<file path="config.mk">
export PLATFORM = sky130hd
export DESIGN_NAME = weight_buffer_loader_flat
export DESIGN_NICKNAME = d
export VERILOG_FILES = /design/src/rtl/weight_loader_pkg.sv /design/src/rtl/weight_buffer_loader_if.sv /design/src/rtl/weight_buffer_loader_addr_gen.sv /design/src/rtl/weight_buffer_loader.sv /design/src/flat_wrapper.sv
export SDC_FILE = /design/constraint.sdc
export NUM_CORES = 1
export LEC_CHECK = 0
export ABC_AREA = 1
export BUFFER_PORTS_ARGS = -buffer_cell sky130_fd_sc_hd__buf_2
export CAP_MARGIN = 20
export CORE_AREA = 8 8 258 260
export CTS_CLUSTER_SIZE = 10
export DETAILED_ROUTE_END_ITERATION = 8
export DIE_AREA = 0 0 266 268
export MAX_ROUTING_LAYER = met4
export PLACE_DENSITY = 0.53
export REMOVE_ABC_BUFFERS = 1
export SLEW_MARGIN = 40
export SYNTH_ARGS = -nofsm -noshare
export SYNTH_HDL_FRONTEND = slang
export SYNTH_SLANG_ARGS = --single-unit
</file>
<file path="constraint.sdc">
create_clock -name clk -period 6.6 [get_ports clk]
set_input_delay 1.32 -clock clk [delete_from_list [all_inputs] [get_ports clk]]
set_output_delay 1.32 -clock clk [all_outputs]
set_load 0.05 [all_outputs]
</file>
<file path="src/rtl/weight_loader_pkg.sv">
// Shared types and elaboration helpers for the weight buffer loader.
// Holds the FSM state enum, clog2, and lane/group derivation.
package weight_loader_pkg;

  typedef enum logic [1:0] {
    ST_IDLE  = 2'd0,
    ST_LOAD  = 2'd1,
    ST_DRAIN = 2'd2
  } wl_state_e;

  function automatic int clog2(input int v);
    int r;
    r = 0;
    while ((1 << r) < v) r++;
    return r;
  endfunction

  // Counter width that stays legal when only one value exists.
  function automatic int cnt_w(input int n);
    return (n > 1) ? clog2(n) : 1;
  endfunction

  function automatic int lanes_of(
    input int ddr_w,
    input int lane_w
  );
    return ddr_w / lane_w;
  endfunction

  function automatic int groups_of(
    input int buf_num,
    input int lanes
  );
    return buf_num / lanes;
  endfunction

endpackage

</file>
<file path="src/rtl/weight_buffer_loader_if.sv">
// DDR request, DDR read FIFO and weight-buffer write bus bundle.
// master = loader side; slave = DDR engine / FIFO / buffer side.
interface weight_buffer_loader_if #(
  parameter int DDR_ADDR_LEN = 32,
  parameter int DDR_DATA_LEN = 256,
  parameter int ADDR_LEN     = 16,
  parameter int SINGLE_LEN   = 24,
  parameter int BUFFER_NUM   = 16
);

  logic [DDR_ADDR_LEN-1:0] ddr_st_addr_out;
  logic [SINGLE_LEN-1:0]   ddr_len;
  logic                    ddr_conf;
  logic                    ddr_fifo_empty;
  logic                    ddr_fifo_req;
  logic [DDR_DATA_LEN-1:0] ddr_fifo_data;
  logic [ADDR_LEN-1:0]     wb_addr;
  logic [DDR_DATA_LEN-1:0] wb_data;
  logic [BUFFER_NUM-1:0]   wb_wea;
  logic                    wb_bank;

  modport master (
    output ddr_st_addr_out,
    output ddr_len,
    output ddr_conf,
    output ddr_fifo_req,
    output wb_addr,
    output wb_data,
    output wb_wea,
    output wb_bank,
    input  ddr_fifo_empty,
    input  ddr_fifo_data
  );

  modport slave (
    input  ddr_st_addr_out,
    input  ddr_len,
    input  ddr_conf,
    input  ddr_fifo_req,
    input  wb_addr,
    input  wb_data,
    input  wb_wea,
    input  wb_bank,
    output ddr_fifo_empty,
    output ddr_fifo_data
  );

endinterface

</file>
<file path="src/rtl/weight_buffer_loader_addr_gen.sv">
// wl_addr_gen: tap/weight/group/offset counters for the loader.
// Ports: clear/step control, latched config in; addr, grp, last out.
module wl_addr_gen
  import weight_loader_pkg::*;
#(
  parameter int TAP_W      = 4,
  parameter int SINGLE_LEN = 24,
  parameter int ADDR_LEN   = 16,
  parameter int GROUPS     = 4,
  parameter int GRP_W      = 2
) (
  input  logic                  clk,
  input  logic                  rst_n,
  input  logic                  clear,
  input  logic                  step,
  input  logic [TAP_W-1:0]      taps,
  input  logic [SINGLE_LEN-1:0] weight_num,
  input  logic [ADDR_LEN-1:0]   base,
  output logic [ADDR_LEN-1:0]   addr,
  output logic [GRP_W-1:0]      grp,
  output logic                  last
);

  logic [TAP_W-1:0]      tap_q;
  logic [SINGLE_LEN-1:0] w_q;
  logic [GRP_W-1:0]      grp_q;
  logic [ADDR_LEN-1:0]   off_q;
  logic                  tap_end;
  logic                  w_end;
  logic                  g_end;

  assign tap_end = (tap_q == taps - TAP_W'(1));
  assign w_end   = (w_q == weight_num - SINGLE_LEN'(1));
  assign g_end   = (grp_q == GRP_W'(GROUPS - 1));

  // Offset walks w*taps+t by increment, so no multiplier is needed.
  assign addr = base + off_q;
  assign grp  = grp_q;
  assign last = tap_end && w_end && g_end;

  always_ff @(posedge clk) begin
    if (!rst_n || clear) begin
      tap_q <= '0;
      w_q   <= '0;
      grp_q <= '0;
      off_q <= '0;
    end else if (step) begin
      if (!tap_end) begin
        tap_q <= tap_q + TAP_W'(1);
        off_q <= off_q + ADDR_LEN'(1);
      end else begin
        tap_q <= '0;
        if (!w_end) begin
          w_q   <= w_q + SINGLE_LEN'(1);
          off_q <= off_q + ADDR_LEN'(1);
        end else begin
          w_q   <= '0;
          off_q <= '0;
          grp_q <= g_end ? '0 : grp_q + GRP_W'(1);
        end
      end
    end
  end

endmodule

</file>
<file path="src/rtl/weight_buffer_loader.sv">
// Streams one layer's weights from the DDR FIFO into the banked buffer.
// Ports: clk/rst_n, conf+cfg_*, abort, idle/done/cfg_err, bus (master).
module weight_buffer_loader
  import weight_loader_pkg::*;
#(
  parameter int DDR_ADDR_LEN = 32,
  parameter int DDR_DATA_LEN = 256,
  parameter int DATA_LEN     = 64,
  parameter int ADDR_LEN     = 16,
  parameter int SINGLE_LEN   = 24,
  parameter int BUFFER_NUM   = 16,
  parameter int TAPS_MAX     = 15,
  localparam int TAP_W       = clog2(TAPS_MAX + 1)
) (
  input  logic                    clk,
  input  logic                    rst_n,
  input  logic                    conf,
  input  logic [SINGLE_LEN-1:0]   cfg_weight_num,
  input  logic [TAP_W-1:0]        cfg_taps,
  input  logic [DDR_ADDR_LEN-1:0] cfg_ddr_addr,
  input  logic [ADDR_LEN-1:0]     cfg_wb_addr,
  input  logic                    cfg_bank,
  input  logic                    abort,
  output logic                    idle,
  output logic                    done,
  output logic                    cfg_err,
  weight_buffer_loader_if.master  bus
);

  localparam int LANES  = lanes_of(DDR_DATA_LEN, DATA_LEN);
  localparam int GROUPS = groups_of(BUFFER_NUM, LANES);
  localparam int GRP_W  = cnt_w(GROUPS);
  localparam int BEAT_B = DDR_DATA_LEN / 8;

  if (DDR_DATA_LEN % DATA_LEN != 0) begin : g_lane_chk
    $error("DDR_DATA_LEN must be a multiple of DATA_LEN");
  end
  if (BUFFER_NUM % LANES != 0) begin : g_grp_chk
    $error("BUFFER_NUM must be a multiple of LANES");
  end

  wl_state_e state_q;
  wl_state_e state_d;

  logic                  legal;
  logic                  accept;
  logic                  bad;
  logic                  done_d;
  logic                  consume;
  logic                  wr_en;
  logic                  clear;
  logic                  last;
  logic [GRP_W-1:0]      grp;
  logic [ADDR_LEN-1:0]   addr;
  logic [BUFFER_NUM-1:0] mask;
  logic [SINGLE_LEN-1:0] len_d;

  logic [TAP_W-1:0]      taps_q;
  logic [SINGLE_LEN-1:0] wn_q;
  logic [ADDR_LEN-1:0]   base_q;
  logic                  bank_q;

  assign legal = (cfg_weight_num != '0)
              && (cfg_taps != '0)
              && (cfg_taps <= TAP_W'(TAPS_MAX));

  assign consume = (state_q == ST_LOAD) && !bus.ddr_fifo_empty;
  assign bus.ddr_fifo_req = consume;
  assign idle = (state_q == ST_IDLE);

  // A beat popped in the abort cycle is discarded, not written.
  assign wr_en = consume && !abort;
  assign clear = accept || (abort && !idle);

  // Byte length wraps to SINGLE_LEN like the original controller.
  assign len_d = SINGLE_LEN'(GROUPS)
               * cfg_weight_num
               * SINGLE_LEN'(cfg_taps)
               * SINGLE_LEN'(BEAT_B);

  assign mask = BUFFER_NUM'({LANES{1'b1}})
             << (int'(grp) * LANES);

  wl_addr_gen #(
    .TAP_W      (TAP_W),
    .SINGLE_LEN (SINGLE_LEN),
    .ADDR_LEN   (ADDR_LEN),
    .GROUPS     (GROUPS),
    .GRP_W      (GRP_W)
  ) u_addr_gen (
    .clk        (clk),
    .rst_n      (rst_n),
    .clear      (clear),
    .step       (consume),
    .taps       (taps_q),
    .weight_num (wn_q),
    .base       (base_q),
    .addr       (addr),
    .grp        (grp),
    .last       (last)
  );

  always_ff @(posedge clk) begin
    if (!rst_n) state_q <= ST_IDLE;
    else        state_q <= state_d;
  end

  always_comb begin
    state_d = state_q;
    accept  = 1'b0;
    bad     = 1'b0;
    done_d  = 1'b0;
    unique case (state_q)
      ST_IDLE: begin
        if (conf) begin
          if (legal) begin
            accept  = 1'b1;
            state_d = ST_LOAD;
          end else begin
            bad = 1'b1;
          end
        end
      end
      ST_LOAD: begin
        if (abort)              state_d = ST_IDLE;
        else if (consume && last) state_d = ST_DRAIN;
      end
      ST_DRAIN: begin
        state_d = ST_IDLE;
        done_d  = !abort;
      end
      default: state_d = ST_IDLE;
    endcase
  end

  always_ff @(posedge clk) begin
    if (!rst_n) begin
      taps_q              <= '0;
      wn_q                <= '0;
      base_q              <= '0;
      bank_q              <= 1'b0;
      bus.ddr_st_addr_out <= '0;
      bus.ddr_len         <= '0;
      bus.ddr_conf        <= 1'b0;
      cfg_err             <= 1'b0;
      done                <= 1'b0;
      bus.wb_addr         <= '0;
      bus.wb_data         <= '0;
      bus.wb_wea          <= '0;
      bus.wb_bank         <= 1'b0;
    end else begin
      bus.ddr_conf <= accept;
      cfg_err      <= bad;
      done         <= done_d;
      if (accept) begin
        taps_q              <= cfg_taps;
        wn_q                <= cfg_weight_num;
        base_q              <= cfg_wb_addr;
        bank_q              <= cfg_bank;
        bus.ddr_st_addr_out <= cfg_ddr_addr;
        bus.ddr_len         <= len_d;
      end
      bus.wb_wea <= wr_en ? mask : '0;
      if (wr_en) begin
        bus.wb_addr <= addr;
        bus.wb_data <= bus.ddr_fifo_data;
        bus.wb_bank <= bank_q;
      end
    end
  end

endmodule

</file>
<file path="src/flat_wrapper.sv">
// flat-port wrapper written by rule: the top's interface ports become plain ports
module weight_buffer_loader_flat import weight_loader_pkg::*;
#(
  parameter int DDR_ADDR_LEN = 32,
  parameter int DDR_DATA_LEN = 256,
  parameter int DATA_LEN     = 64,
  parameter int ADDR_LEN     = 16,
  parameter int SINGLE_LEN   = 24,
  parameter int BUFFER_NUM   = 16,
  parameter int TAPS_MAX     = 15,
  localparam int TAP_W       = clog2(TAPS_MAX + 1)
)
  (clk, rst_n, conf, cfg_weight_num, cfg_taps, cfg_ddr_addr, cfg_wb_addr, cfg_bank, abort, idle, done, cfg_err, bus_ddr_st_addr_out, bus_ddr_len, bus_ddr_conf, bus_ddr_fifo_req, bus_wb_addr, bus_wb_data, bus_wb_wea, bus_wb_bank, bus_ddr_fifo_empty, bus_ddr_fifo_data);
  weight_buffer_loader_if #(.DDR_ADDR_LEN(DDR_ADDR_LEN), .DDR_DATA_LEN(DDR_DATA_LEN), .ADDR_LEN(ADDR_LEN), .SINGLE_LEN(SINGLE_LEN), .BUFFER_NUM(BUFFER_NUM)) bus_i ();
  input  logic clk;
  input  logic rst_n;
  input  logic conf;
  input  logic [SINGLE_LEN-1:0] cfg_weight_num;
  input  logic [TAP_W-1:0] cfg_taps;
  input  logic [DDR_ADDR_LEN-1:0] cfg_ddr_addr;
  input  logic [ADDR_LEN-1:0] cfg_wb_addr;
  input  logic cfg_bank;
  input  logic abort;
  output logic idle;
  output logic done;
  output logic cfg_err;
  output wire logic [$bits(bus_i.ddr_st_addr_out)-1:0] bus_ddr_st_addr_out;
  output wire logic [$bits(bus_i.ddr_len)-1:0] bus_ddr_len;
  output wire logic [$bits(bus_i.ddr_conf)-1:0] bus_ddr_conf;
  output wire logic [$bits(bus_i.ddr_fifo_req)-1:0] bus_ddr_fifo_req;
  output wire logic [$bits(bus_i.wb_addr)-1:0] bus_wb_addr;
  output wire logic [$bits(bus_i.wb_data)-1:0] bus_wb_data;
  output wire logic [$bits(bus_i.wb_wea)-1:0] bus_wb_wea;
  output wire logic [$bits(bus_i.wb_bank)-1:0] bus_wb_bank;
  input wire logic [$bits(bus_i.ddr_fifo_empty)-1:0] bus_ddr_fifo_empty;
  input wire logic [$bits(bus_i.ddr_fifo_data)-1:0] bus_ddr_fifo_data;
  assign bus_ddr_st_addr_out = bus_i.ddr_st_addr_out;
  assign bus_ddr_len = bus_i.ddr_len;
  assign bus_ddr_conf = bus_i.ddr_conf;
  assign bus_ddr_fifo_req = bus_i.ddr_fifo_req;
  assign bus_wb_addr = bus_i.wb_addr;
  assign bus_wb_data = bus_i.wb_data;
  assign bus_wb_wea = bus_i.wb_wea;
  assign bus_wb_bank = bus_i.wb_bank;
  assign bus_i.ddr_fifo_empty = bus_ddr_fifo_empty;
  assign bus_i.ddr_fifo_data = bus_ddr_fifo_data;
  weight_buffer_loader #(.DDR_ADDR_LEN(DDR_ADDR_LEN), .DDR_DATA_LEN(DDR_DATA_LEN), .DATA_LEN(DATA_LEN), .ADDR_LEN(ADDR_LEN), .SINGLE_LEN(SINGLE_LEN), .BUFFER_NUM(BUFFER_NUM), .TAPS_MAX(TAPS_MAX)) u_core (.clk(clk), .rst_n(rst_n), .conf(conf), .cfg_weight_num(cfg_weight_num), .cfg_taps(cfg_taps), .cfg_ddr_addr(cfg_ddr_addr), .cfg_wb_addr(cfg_wb_addr), .cfg_bank(cfg_bank), .abort(abort), .idle(idle), .done(done), .cfg_err(cfg_err), .bus(bus_i));
endmodule
</file>
# == Word level (Yosys, flattened, before mapping) ==
# Index checks and enable logic that the tools add are counted.
# Widths: inputs -> output; s select.
# word_totals
ram_bits,0
latch_bits,0
rom_bits,0
out_inout_bits,350
mem_count,0
reg_bits,434
# classes
n_eq_ne,8
n_mux,14
n_mul,1
n_bitwise,0
shift,1
n_lt_le_gt_ge,1
n_div,0
reduce_logical,23
n_addsub,7
# op_table
cell,n
$mux 16,2
$add 24x1->24 const B,1
$eq 24x24->1,1
$mux 24,1
$reduce_bool 24->1,1
$sub 24x1->24 const B,1
$mul 22x4->17,1
$add 16x1->16 const B,1
$add 16x16->16,1
$shl 4x4->16 const A,1
$mux 2,5
$reduce_and 3->1,3
$logic_and 1x1->1,8
$reduce_and 2->1,3
$add 4x1->4 const B,1
$eq 2x2->1 const B,2
$eq 4x4->1,1
$le 4x4->1 const B,1
$logic_not 1->1,4
$mux 1,4
$mux 4,1
$ne 2x2->1 const B,2
$pmux 2 s2,1
$reduce_bool 4->1,1
6 further kinds,7

# == Depth between registers and ports, before layout ==
# Gate-level depths: netlist of run 1.
# depth
ltp_word,8
mapped_depth,21
ltp_nobuf,20

# == Modules after synthesis ==
# From an unflattened synthesis of run 1, not the netlist that was laid out.
# hier_totals
cells_unflattened,2796
hier_area_um2,19613.8
# by_module_without_submodules
module,cells_each,n_inst,area_per_inst_um2,seq_area_each_um2
weight_buffer_loader,2052,1,15195.8,7527.2
wl_addr_gen,744,1,4418.0,920.9

# == Worst setup path before layout of run 1 ==
# OpenSTA, ideal clock, no wires.
# synth_path
kind,input port to flip-flop
start,input cfg_taps[1]
end,register u_core.bus.ddr_len[21]
setup_slack_ns,2.127
arrival_ns,4.335
cell_stages,14
setup_time_ns,0.137
n_path_buf,2
path_cell_list,clkbuf_1 > clkbuf_1 > nand2_1 > fa_1 > fa_1 > inv_1 > fa_1 > nand3_1 > nand2_1 > a21oi_1 > o21ai_0 > a21oi_1 > xor2_1 > a22oi_1
# synth_between
elab_chain_len,6
# synth_lines
element,line,source
from (decl),flat_wrapper.sv:19,input logic [TAP_W-1:0] cfg_taps;
"parallel branches: the longest is 6 deep, another holds $mul 22x4->17",n/a,
to (signal assigned),weight_buffer_loader.sv:161,bus.ddr_len <= len_d;
to (decl),weight_buffer_loader_if.sv:24,"output ddr_len,"
# Parallel ways; which one is timed is not known.
# A chain may end at the register's enable or synchronous reset.

# == Final worst setup path of run 1 ==
# layout_path
start,input cfg_taps[2]
end,register u_core.bus.ddr_len[21]
# Same word-level chain as after synthesis.

==> results of run 1 <==
[registers in the layout (all words and copies together) (netlist names)]
name                        flops
u_core.taps_q                   4
u_core.cfg_err                  1
u_core.bus.ddr_len             17
u_core.u_addr_gen.off_q        16
u_core.bank_q                   1
u_core.bus.wb_data            256
u_core.wn_q                    24
u_core.bus.wb_wea               4
u_core.bus.ddr_conf             1
u_core.bus.ddr_st_addr_out     32
u_core.u_addr_gen.w_q          24
u_core.state_q                  2
u_core.u_addr_gen.grp           2
u_core.bus.wb_addr             16
u_core.bus.wb_bank              1
u_core.base_q                  16
u_core.u_addr_gen.tap_q         4
u_core.done                     1
[how the worst max path moves through the flow]
stage | startpoint | end | slack [ns] | depth (start not counted)
after floorplan | bus_ddr_fifo_empty | u_core.bus.wb_addr[13] | -9.52 | 8
after global placement | cfg_taps[2] | u_core.bus.ddr_len[21] | 2.05 | 13
after detailed placement | cfg_taps[2] | u_core.bus.ddr_len[21] | 2.02 | 13
after CTS | cfg_taps[2] | u_core.bus.ddr_len[21] | 2.66 | 13
after global routing | cfg_taps[2] | u_core.bus.ddr_len[21] | 2.35 | 13
final | cfg_taps[2] | u_core.bus.ddr_len[21] | 2.60 | 13
[per-layer routing]
layer  track usage  wire, um  share of wire  up-vias
met3        0.0596      5670          0.070      142
met4        0.0616      2320          0.029        0
li1              -         -              -     9157
met5             -         0              0        -
met2         0.374     40000           0.50      590
met1         0.253     32600           0.40     8365
[area by class of cell]
| cell class | instances | area share |
|---|---|---|
| Tap cell | 846 | 0.0437 |
| Clock buffer | 77 | 0.0626 |
| Multi-Input combinational cell | 1712 | 0.364 |
| Sequential cell | 422 | 0.348 |
| Timing Repair Buffer | 691 | 0.147 |
| Inverter | 204 | 0.0319 |
| Antenna cell | 11 | 0.00114 |
| Clock inverter | 5 | 0.00175 |
[cells in the final DEF (no fill, tap or decap), drive strengths merged, types with 21 or more instances in the layout]
| cell type | instances |
|---|---|
| xor2 | 39 |
| fa | 28 |
| nor2 | 642 |
| a22o | 53 |
| nor3 | 21 |
| clkbuf | 78 |
| nand2 | 345 |
| ha | 41 |
| nand4 | 28 |
| a21oi | 71 |
| dfxtp | 422 |
| o21ai | 290 |
| buf | 690 |
| inv | 204 |
| nand3 | 65 |
| xnor2 | 26 |
[logic make-up (layout without fill, tap and decap cells)]
family,after synthesis,in the layout,share of synthesized area
buffers and inverters,345,977,0.0754
xor gates and xnor gates,65,65,0.0306
and+or+nand+nor,1118,1118,0.246
other,1,18,0.000201
adders and majority gates,69,69,0.0576
DFF,422,422,0.453
AOI/OAI and AO/OA,453,453,0.137
[per-stage QoR]
stage | total power, uW | setup TNS, ns | setup WS (ns) | hold slack (ns) | instances
finish | 6680 | 0 | 2.60 | 0.449 | 3968
detailed placement | 4070 | 0 | 2.02 | 0.441 | 3875
global route | 6990 | 0 | 2.35 | 0.467 | 3968
global placement | 4070 | 0 | 2.05 | 0.436 | 3873
CTS | 6770 | 0 | 2.66 | 0.449 | 3957
floorplan | 3620 | -2505.32 | -9.52 | 0.437 | 2338
[power by group]
part	total, uW	switching (uW)	internal [uW]
logic	1280	912	363
registers	2740	73.0	2670
clock network	2670	1100	1570
total	6680	2080	4600
[worst reg2reg max path, stage by stage, from the launching register on]
cell     delay (ns)
dfxtp_1        0.36
inv_1          0.05
nor2_1         0.08
inv_1          0.06
nor2_2         0.52
inv_1          0.36
nor2_4         0.27
buf_12         0.21
buf_16         0.33
buf_16         0.36
nand2_1        0.11
buf_4          0.26
nand2_1        0.11
o21ai_0        0.08
inv_1          0.07
==> flow_metrics.env, run 1 <==
export IMPL_grt_pass1_wl_um=116000
export IMPL_worst_setup_path_type="primary input to register"
export IMPL_drive_gt1_frac=0.257
export IMPL_portBuffers=680
export IMPL_nFillCells=6747
export IMPL_synth_seq_cells=422
export IMPL_min_from="u_core.bus.wb_data[241]"
export IMPL_dieHeight_um=268
export IMPL_pin_count=688
export IMPL_hold_viol=0
export IMPL_start_kind="primary input"
export IMPL_netlist_area_um2=18600
export IMPL_relSlewSlack=0.286
export IMPL_finalNetCount=3490
export IMPL_avgSynthCellArea_um2=7.53
export IMPL_r2r_start="u_core.state_q[0]"
export IMPL_cts_buffers=52
export IMPL_path_clk_slew_ns=0.06
export IMPL_slew_viol_final=0
export IMPL_start_util=0.299
export IMPL_synthArstFlopShare=0
export IMPL_cts_setup_buffers=0
export IMPL_tightest_slew_ns=1.07
export IMPL_synth_cell_types=49
export IMPL_dr_pass1_iters=5
export IMPL_core_area_um2=62400
export IMPL_rsz0062_at_grt="false"
export IMPL_setup_viol=0
export IMPL_routedWlPerCell_um=20.3
export IMPL_cts_tree="done"
export IMPL_worstSetupEndpointType="register"
export IMPL_final_cell_area_um2=24200
export IMPL_avgViaCountPerCell=4.60
export IMPL_reg2reg_to="u_core.bus.wb_addr[9]"
export IMPL_fmax_ghz=0.250
export IMPL_yosysTopAreaCell="dfxtp_1"
export IMPL_holdPathStages=2
export IMPL_syn_to_final_growth_pct=30.1
export IMPL_cp_common_cell="fa_1"
export IMPL_drc=0
export IMPL_crit_required_ns=7.05
export IMPL_hold_class="register to register"
export IMPL_crit_chain="buf_2 > nand2_1 > fa_1 > fa_1 > inv_1 > fa_1 > nand3_1 > nand2_1 > a21oi_1 > o21ai_0 > a21oi_1 > xor2_1 > a22oi_1"
export IMPL_crit_fanout=16
export IMPL_synth_main_ff_cell="dfxtp_1"
export IMPL_synth_seq_area_share=0.453
export IMPL_antenna_found_initial=33
export IMPL_regArea_um2=8450
export IMPL_gp_congestion=0.900
export IMPL_placed_cell_area_um2=22700
export IMPL_crit_arrival_ns=4.45
export IMPL_slowest_stage="fa_1"
export IMPL_grt_pass1_vias=17700
export IMPL_r2r_slack_ns=3.32
export IMPL_power_leakage_uw=0.0126
export IMPL_cp_buffers_inverters=2
export IMPL_final_util=0.389
export IMPL_reg2regPathDepth=14
export IMPL_cp_slowest_stage_delay_ns=0.59
export IMPL_multi_input_area_um2=8810
export IMPL_wirelength_um=80600
export IMPL_period_needed_ns=4.00
export IMPL_synth_edff_count=0
export IMPL_vias=18300
export IMPL_yosys_warnings=0
export IMPL_drt_iter0_drc=1215
export IMPL_yosysMostFrequentCell="nor2_1"
export IMPL_cts_resized=0
export IMPL_maxCapViolCount=0
export IMPL_root_buffer="clkbuf_16"
export IMPL_chipWidth_um=266
export IMPL_die_area_um2=71300
export IMPL_clock_path_buffers=3
export IMPL_skew_ns=0.0165
export IMPL_netlist_instances=2473
export IMPL_grt_max_degree=195
export IMPL_cts_sinks=422
export IMPL_overflow=0
export IMPL_cp_top_family="adder cells"
export IMPL_clkLatencyLatePin_ns=0.58
export IMPL_synthTopCellsByCount="nor2_1, dfxtp_1, nand2_1"
export IMPL_rows=92
export IMPL_cts_max_level=2
export IMPL_ir_drop_mv=0.170
export IMPL_outcome="finished, final reports clean"
export IMPL_ctsHoldBuffers=0
export IMPL_netlist_area_leader_share=0.453
export IMPL_netlist_top_cells_area="dfxtp_1, nor2_1, o21ai_0, nand2_1, inv_1"
export IMPL_min_to="u_core.bus.wb_data[241]"
export IMPL_postRouteAntennaNets=0
export IMPL_track_usage=0.220
export IMPL_fin_crit_sh=0.606
export IMPL_power_density_nw_per_um2=276
export IMPL_hpwl_um=62600
No activity file was read; power rests on OpenSTA's default activity.
==> inputs of run 2 (changes only) <==
--- a/config.mk
+++ b/config.mk
@@ -5,13 +5,13 @@
 export SDC_FILE = /design/constraint.sdc
 export NUM_CORES = 1
 export LEC_CHECK = 0
-export ABC_AREA = 1
+export ABC_AREA = 0
 export BUFFER_PORTS_ARGS = -buffer_cell sky130_fd_sc_hd__buf_2
 export CAP_MARGIN = 20
-export CORE_AREA = 8 8 258 260
+export CORE_AREA = 8 8 261 263
 export CTS_CLUSTER_SIZE = 10
 export DETAILED_ROUTE_END_ITERATION = 8
-export DIE_AREA = 0 0 266 268
+export DIE_AREA = 0 0 269 271
 export MAX_ROUTING_LAYER = met4
 export PLACE_DENSITY = 0.53
 export REMOVE_ABC_BUFFERS = 1
==> constraint.sdc (replaced) <==
create_clock -name clk -period 3.78 [get_ports clk]
set_input_delay 0.756 -clock clk [delete_from_list [all_inputs] [get_ports clk]]
set_output_delay 0.756 -clock clk [all_outputs]
set_load 0.05 [all_outputs]
==> flow_metrics.env, run 2 <==
export IMPL_fin_crit_sh=0.969
export IMPL_power_density_nw_per_um2=448
export IMPL_syn_to_final_growth_pct=32.5
export IMPL_clkPwrFrac=0.411
export IMPL_hold_class="primary input to register"
export IMPL_yosysTopAreaCell="dfxtp_1"
export IMPL_netlist_area_leader_share=0.444
export IMPL_yosys_area_share_simple=0.232
export IMPL_min_to="u_core.bus.wb_data[76]"
export IMPL_final_common_cell="nand2_1"
export IMPL_final_util=0.395
export IMPL_antenna_found_initial=28
export IMPL_netlist_area_um2=19000
export IMPL_ir_drop_mv=0.305
export IMPL_yosys_warnings=0
export IMPL_slew_viol_final=0
export IMPL_fmax_ghz=0.273
export IMPL_layout_setup_ws_ns=0.116
export IMPL_synth_xor_area_share=0.0441
export IMPL_postRouteAntennaNets=0
export IMPL_seq_power_share=0.416
export IMPL_relSlewSlack=0.458
export IMPL_crit_chain="buf_2 > nand2_1 > fa_1 > fa_1 > inv_1 > fa_1 > a211oi_2 > o21a_1 > o311ai_1 > a21o_1 > a21o_1 > a31oi_1 > mux2i_1 > a31o_2"
export IMPL_reg2regPathDepth=9
export IMPL_dieHeight_um=271
export IMPL_r2r_slack_ns=0.56
export IMPL_r2r_start="u_core.wn_q[6]"
export IMPL_crit_arrival_ns=4.13
export IMPL_overflow=0
export IMPL_largest_reg_flops=256
export IMPL_reg_top3="u_core.bus.wb_data (256), u_core.bus.ddr_st_addr_out (32)"
export IMPL_netlist_instances=2306
export IMPL_rows=93
export IMPL_synth_cell_types=64
export IMPL_cp_depth=14
export IMPL_yosysMostFrequentCell="nand2_1"
export IMPL_synth_compound_area_share=0.178
export IMPL_tns_ns=0
export IMPL_clock_path_buffers=3
export IMPL_outcome="finished, final reports clean"
export IMPL_synth_seq_cells=422
export IMPL_crit_fanout=2
export IMPL_ctsHoldBuffers=0
export IMPL_period_needed_ns=3.66
export IMPL_synth_edff_count=0
export IMPL_gp_congestion=0.913
export IMPL_cts_buffers=52
export IMPL_switching_share=0.286
export IMPL_mostFrequentLayoutCells="nand2_1, buf_2, dfxtp_1"
export IMPL_pwr_share_comb=0.173
export IMPL_holdPathStages=3
export IMPL_clkLatencyLatePin_ns=0.58
export IMPL_synthArstFlopShare=0
export IMPL_pre_cts_ws_ns=-0.615
export IMPL_crit_required_ns=4.25
export IMPL_path_clk_slew_ns=0.06
export IMPL_rsz0062_at_grt="false"
export IMPL_reg2reg_to="u_core.u_addr_gen.w_q[4]"
export IMPL_synth_main_ff_cell="dfxtp_1"
export IMPL_grt_pass1_vias=18100
export IMPL_grt_max_degree=145
export IMPL_slowest_stage="fa_1"
export IMPL_drive_gt1_frac=0.284
export IMPL_portBuffers=680
export IMPL_chipWidth_um=269
export IMPL_pin_count=688
export IMPL_core_area_um2=63900
export IMPL_avgSynthCellArea_um2=8.26
export IMPL_cp_common_cell="fa_1"
export IMPL_max_flop_register="u_core.bus.wb_data"
export IMPL_maxCapViolCount=0
export IMPL_die_area_um2=72900
export IMPL_avgViaCountPerCell=4.67
export IMPL_synth_seq_area_share=0.444
export IMPL_synthTopCellsByCount="nand2_1, dfxtp_1, a21boi_0"
export IMPL_setup_viol=0
export IMPL_netlist_top_cells_area="dfxtp_1, nand2_1, a21boi_0, fa_1, ha_1"
export IMPL_finalNetCount=3361
export IMPL_track_usage=0.201
export IMPL_min_from="bus_ddr_fifo_data[76]"
export IMPL_power_leakage_uw=0.0110
export IMPL_start_kind="primary input"
export IMPL_cp_slowest_stage_delay_ns=0.53
export IMPL_synthMuxAreaShare=0.00158
export IMPL_synthAdderAreaFrac=0.0564
export IMPL_drc=0
export IMPL_wirelength_um=75300
export IMPL_hold_viol=0
export IMPL_skew_ns=0.0205
export IMPL_vias=18000
export IMPL_cp_buffers_inverters=2
export IMPL_cts_tree="done"
export IMPL_dr_pass1_iters=5
export IMPL_cts_sinks=422
export IMPL_grt_pass1_wl_um=111000
export IMPL_cts_max_level=2
export IMPL_worst_setup_path_type="primary input to register"
export IMPL_power_switching_uw=3230
export IMPL_synth_top_family_by_area="simple AND/OR/NAND/NOR gates"
export IMPL_cp_top_family="adder cells"
export IMPL_start_util=0.298
export IMPL_internal_power_uw=8070
export IMPL_tightest_slew_ns=0.811
export IMPL_hpwl_um=59000
export IMPL_routedWlPerCell_um=19.5
export IMPL_root_buffer="clkbuf_16"
export IMPL_drt_iter0_drc=1108
export IMPL_worstSetupEndpointType="register"
[run 2: cell types whose count changed in the layout (fill, tap and decap cells not counted), moves of 19 or more]
cell	before	now
a21boi_0	2	346
a21oi_1	71	22
a22o_1	53	0
and2_1	0	40
and3_1	0	19
buf_4	6	51
inv_1	199	40
nand2_1	338	789
nand3_1	63	24
nor2_1	616	83
o21ai_0	290	34
xnor2_1	26	49
[run 2: metal layers]
metal	part of all wire	vias to the layer above	GRT usage
met5	0	-	-
met1	0.41	8413	0.230
li1	-	8860	-
met4	0.035	0	0.0700
met3	0.097	130	0.0699
met2	0.46	584	0.322
[run 2: kinds of logic after synthesis]
kind of cell               count (synthesis)
and+or+nand+nor                         1051
AOI/OAI and AO/OA                        465
DFF                                      422
buffers and inverters                    199
xor gates and xnor gates                  96
adders and majority gates                 69
muxes                                      3
other                                      1
[run 2: worst max-delay path by stage]
stage | start | end | slack, ns
2_1_floorplan | bus_ddr_fifo_empty | u_core.bus.wb_addr[15] | -6.37
3_3_place_gp | cfg_taps[3] | u_core.bus.ddr_len[23] | -0.57
3_5_place_dp | cfg_taps[3] | u_core.bus.ddr_len[23] | -0.61
4_1_cts | cfg_taps[2] | u_core.bus.ddr_len[23] | 0.03
5_1_grt | cfg_taps[3] | u_core.bus.ddr_len[22] | 0.0006
6_report | cfg_taps[3] | u_core.bus.ddr_len[23] | 0.12
[run 2: cell type report]
cell class | instances | area [um^2]
fill | 6663 | 38600
multi-input combinational | 1691 | 9880
sequential | 422 | 8450
timing repair buffer | 747 | 4090
clock buffer | 64 | 1430
tap | 855 | 1070
inverter | 40 | 150
clock inverter | 9 | 113
antenna | 23 | 57.6
[run 2: what timing repair did]
action | in CTS | in global routing
endpoints found under the setup margin | 1 | 4
gates resized for setup | 1 | 19
gates cloned | 0 | 0
setup buffers | 0 | 0
endpoints found under the hold margin | 0 | 0
pin swaps | 0 | 8
[run 2: per-stage QoR]
stage                     std cells  power (uW)  hold WS [ns]  area (um^2)
after floorplan                2153        5950         0.438        18400
after global placement         3755        6700         0.447        23500
after detailed placement       3755        6710         0.455        23500
after CTS                      3828       11400         0.377        25100
after global routing           3847       11800         0.395        25200
final                          3851       11300         0.419        25200
[run 2: power groups by stage]
stage	Clock (uW)	Combinational (uW)	Sequential, uW
4_1_cts	4820	1930	4700
3_3_place_gp	0	1910	4790
6_report	4640	1960	4700
3_5_place_dp	0	1920	4790
2_1_floorplan	0	786	5170
5_1_grt	4970	2140	4720
[run 2: worst register-to-register path: cells and delay by family, from the launching register on]
family,cells,cell delay (ns)
buffers and inverters,1,0.39
flip-flops,1,0.37
AND/OR/NAND/NOR,5,1.46
AO/OA/AOI/OAI,3,0.88
==> inputs of run 3 (changes only) <==
--- a/config.mk
+++ b/config.mk
@@ -8,14 +8,16 @@
 export ABC_AREA = 0
 export BUFFER_PORTS_ARGS = -buffer_cell sky130_fd_sc_hd__buf_2
 export CAP_MARGIN = 20
-export CORE_AREA = 8 8 261 263
+export CORE_AREA = 8 8 259 261
 export CTS_CLUSTER_SIZE = 10
 export DETAILED_ROUTE_END_ITERATION = 8
-export DIE_AREA = 0 0 269 271
+export DIE_AREA = 0 0 267 269
+export GPL_TIMING_DRIVEN = 0
 export MAX_ROUTING_LAYER = met4
 export PLACE_DENSITY = 0.53
 export REMOVE_ABC_BUFFERS = 1
 export SLEW_MARGIN = 40
 export SYNTH_ARGS = -nofsm -noshare
 export SYNTH_HDL_FRONTEND = slang
+export SYNTH_HIERARCHICAL = 1
 export SYNTH_SLANG_ARGS = --single-unit
==> flow_metrics.env, run 3 <==
export IMPL_synthMuxAreaShare=0.00108
export IMPL_worst_setup_path_type="primary input to register"
export IMPL_reg_top3="u_core/bus.wb_data (256), u_core/bus.ddr_st_addr_out (32)"
export IMPL_netlist_top_cells_area="dfxtp_1, nand2_1, a21oi_1, fa_1, ha_1"
export IMPL_power_density_nw_per_um2=448
export IMPL_final_util=0.392
export IMPL_path_clk_slew_ns=0.06
export IMPL_routedWlPerCell_um=19.4
export IMPL_gp_congestion=0.867
export IMPL_cts_buffers=51
export IMPL_rsz0062_at_grt="false"
export IMPL_synthArstFlopShare=0
export IMPL_regArea_um2=8450
export IMPL_die_area_um2=71800
export IMPL_period_needed_ns=3.54
export IMPL_grt_pass1_wl_um=109000
export IMPL_final_common_cell="nand2_1"
export IMPL_worstSetupEndpointType="register"
export IMPL_pre_cts_ws_ns=-0.368
export IMPL_fin_crit_sh=0.937
export IMPL_postRouteAntennaNets=0
export IMPL_crit_arrival_ns=4.01
export IMPL_power_leakage_uw=0.0109
export IMPL_hpwl_um=59200
export IMPL_pin_count=688
export IMPL_avgViaCountPerCell=4.67
export IMPL_dp_cells=3793
export IMPL_clock_path_buffers=3
export IMPL_tns_ns=0
export IMPL_dieHeight_um=269
export IMPL_crit_fanout=16
export IMPL_largest_reg_flops=256
export IMPL_grt_use_met3=0.0569
export IMPL_drt_iter0_drc=1150
export IMPL_synth_edff_count=0
export IMPL_clkLatencyLatePin_ns=0.62
export IMPL_layout_setup_ws_ns=0.238
export IMPL_syn_to_final_growth_pct=32.1
export IMPL_yosys_area_share_simple=0.245
export IMPL_grt_max_degree=83
export IMPL_yosysMostFrequentCell="nand2_1"
export IMPL_vias=18100
export IMPL_avgSynthCellArea_um2=7.86
export IMPL_hold_class="primary input to register"
export IMPL_nFillCells=6682
export IMPL_use_met2=0.322
export IMPL_maxCapViolCount=0
export IMPL_portBuffers=680
export IMPL_hold_viol=0
export IMPL_synth_main_ff_cell="dfxtp_1"
export IMPL_cts_tree="done"
export IMPL_finalNetCount=3406
export IMPL_drive_gt1_frac=0.271
export IMPL_skew_ns=0.0294
export IMPL_yosys_warnings=6
export IMPL_wirelength_um=75300
export IMPL_crit_required_ns=4.24
export IMPL_slew_viol_final=0
export IMPL_synth_cell_types=72
export IMPL_rows=92
export IMPL_cts_sinks=422
export IMPL_start_kind="primary input"
export IMPL_ir_drop_mv=0.342
export IMPL_mostFrequentLayoutCells="nand2_1, buf_2, dfxtp_1"
export IMPL_cts_max_level=2
export IMPL_chipWidth_um=267
export IMPL_busiest_layer="met2"
export IMPL_grt_pass1_vias=17300
export IMPL_synthAdderAreaFrac=0.0557
export IMPL_fmax_ghz=0.282
export IMPL_instances_no_fill=3877
export IMPL_synth_compound_area_share=0.141
export IMPL_drc=0
export IMPL_tightest_slew_ns=0.630
export IMPL_core_area_um2=62700
export IMPL_synth_xor_area_share=0.0453
export IMPL_ctsHoldBuffers=0
export IMPL_start_util=0.296
export IMPL_max_flop_register="u_core/bus.wb_data"
export IMPL_synthTopCellsByCount="nand2_1, dfxtp_1, a21oi_1"
export IMPL_netlist_area_leader_share=0.454
export IMPL_outcome="finished, final reports clean"
export IMPL_overflow=0
export IMPL_track_usage=0.201
export IMPL_relSlewSlack=0.577
export IMPL_antenna_found_initial=12
export IMPL_root_buffer="clkbuf_16"
export IMPL_multi_input_area_um2=9160
export IMPL_whs_ns=0.375
export IMPL_synth_top_family_by_area="simple AND/OR/NAND/NOR gates"
export IMPL_use_met1=0.246
export IMPL_yosysTopAreaCell="dfxtp_1"
export IMPL_synth_seq_cells=422
export IMPL_synth_seq_area_share=0.454
export IMPL_netlist_area_um2=18600
export IMPL_setup_viol=0
export IMPL_netlist_instances=2365
export IMPL_dr_pass1_iters=5
## run 3: cell count changes in the layout (fill, tap and decap cells not counted), sizes merged, moves of 14 or more
cell	previous run	this run
inv	42	77
a21boi	346	2
nand2	790	773
diode	23	9
o21ai	35	21
a21oi	23	384
## run 3: cell families (layout without fill, tap and decap cells)
group / Yosys count / after routing
AOI/OAI and AO/OA: 476 / 476
DFF: 422 / 422
muxes: 2 / 2
adders and majority gates: 66 / 66
buffers and inverters: 238 / 889
other: 1 / 16
and+or+nand+nor: 1067 / 1067
xor gates and xnor gates: 93 / 93
## run 3: path summary, 6_finish.rpt
path / start / to / slack (ns) / cells after the start
max reg2reg: u_core/wn_q[0] / u_core/u_addr_gen/w_q[18] / 0.27 / 11
min reg2reg: u_core/bus.ddr_len[15] / u_core/bus.ddr_len[15] / 0.44 / 2
max: cfg_taps[3] / u_core/bus.ddr_len[23] / 0.24 / 13
min: bus_ddr_fifo_data[4] / u_core/bus.wb_data[4] / 0.38 / 3
## run 3: critical path, stage by stage
cell      delay [ns]
buf_2           0.20
and2_1          0.19
fa_1            0.55
inv_1           0.06
fa_1            0.54
inv_1           0.04
ha_1            0.33
nor2b_1         0.18
o31a_1          0.30
o211ai_1        0.36
a211oi_1        0.16
xnor2_1         0.22
o21ai_0         0.12
## run 3: final cells by class
cell class | count | share of cell area
Multi-Input combinational cell | 1711 | 0.373
Antenna cell | 9 | 0.000917
Tap cell | 846 | 0.0431
Inverter | 77 | 0.0121
Clock buffer | 64 | 0.0547
Timing Repair Buffer | 739 | 0.168
Sequential cell | 422 | 0.344
Clock inverter | 9 | 0.00458
## run 3: routing by layer
metal  vias to the layer above  part of all wire
li1                       8997                 -
met1                      8433              0.42
met2                       560              0.47
met3                       101             0.080
met4                         0             0.025
met5                         -                 0
## run 3: what timing repair did
action / in CTS / in global routing
pin swaps: 1 / 0
buffers inserted: 2 / 0
cloned: 0 / 0
resized for setup: 0 / 1
setup endpoints to repair: 21 / 22
## run 3: stage by stage
step | power, uW | area (um^2)
2_1_floorplan | 6020 | 17900
3_3_place_gp | 6680 | 22300
3_5_place_dp | 6660 | 23100
4_1_cts | 11200 | 24500
5_1_grt | 11500 | 24600
6_report | 11000 | 24600
## run 3: report_power, final
part | total, uW | switching (uW) | leakage (uW) | internal [uW]
combinational | 1880 | 1240 | 0.00675 | 639
sequential | 4690 | 96.6 | 0.00342 | 4600
clock | 4440 | 1950 | 0.000706 | 2490
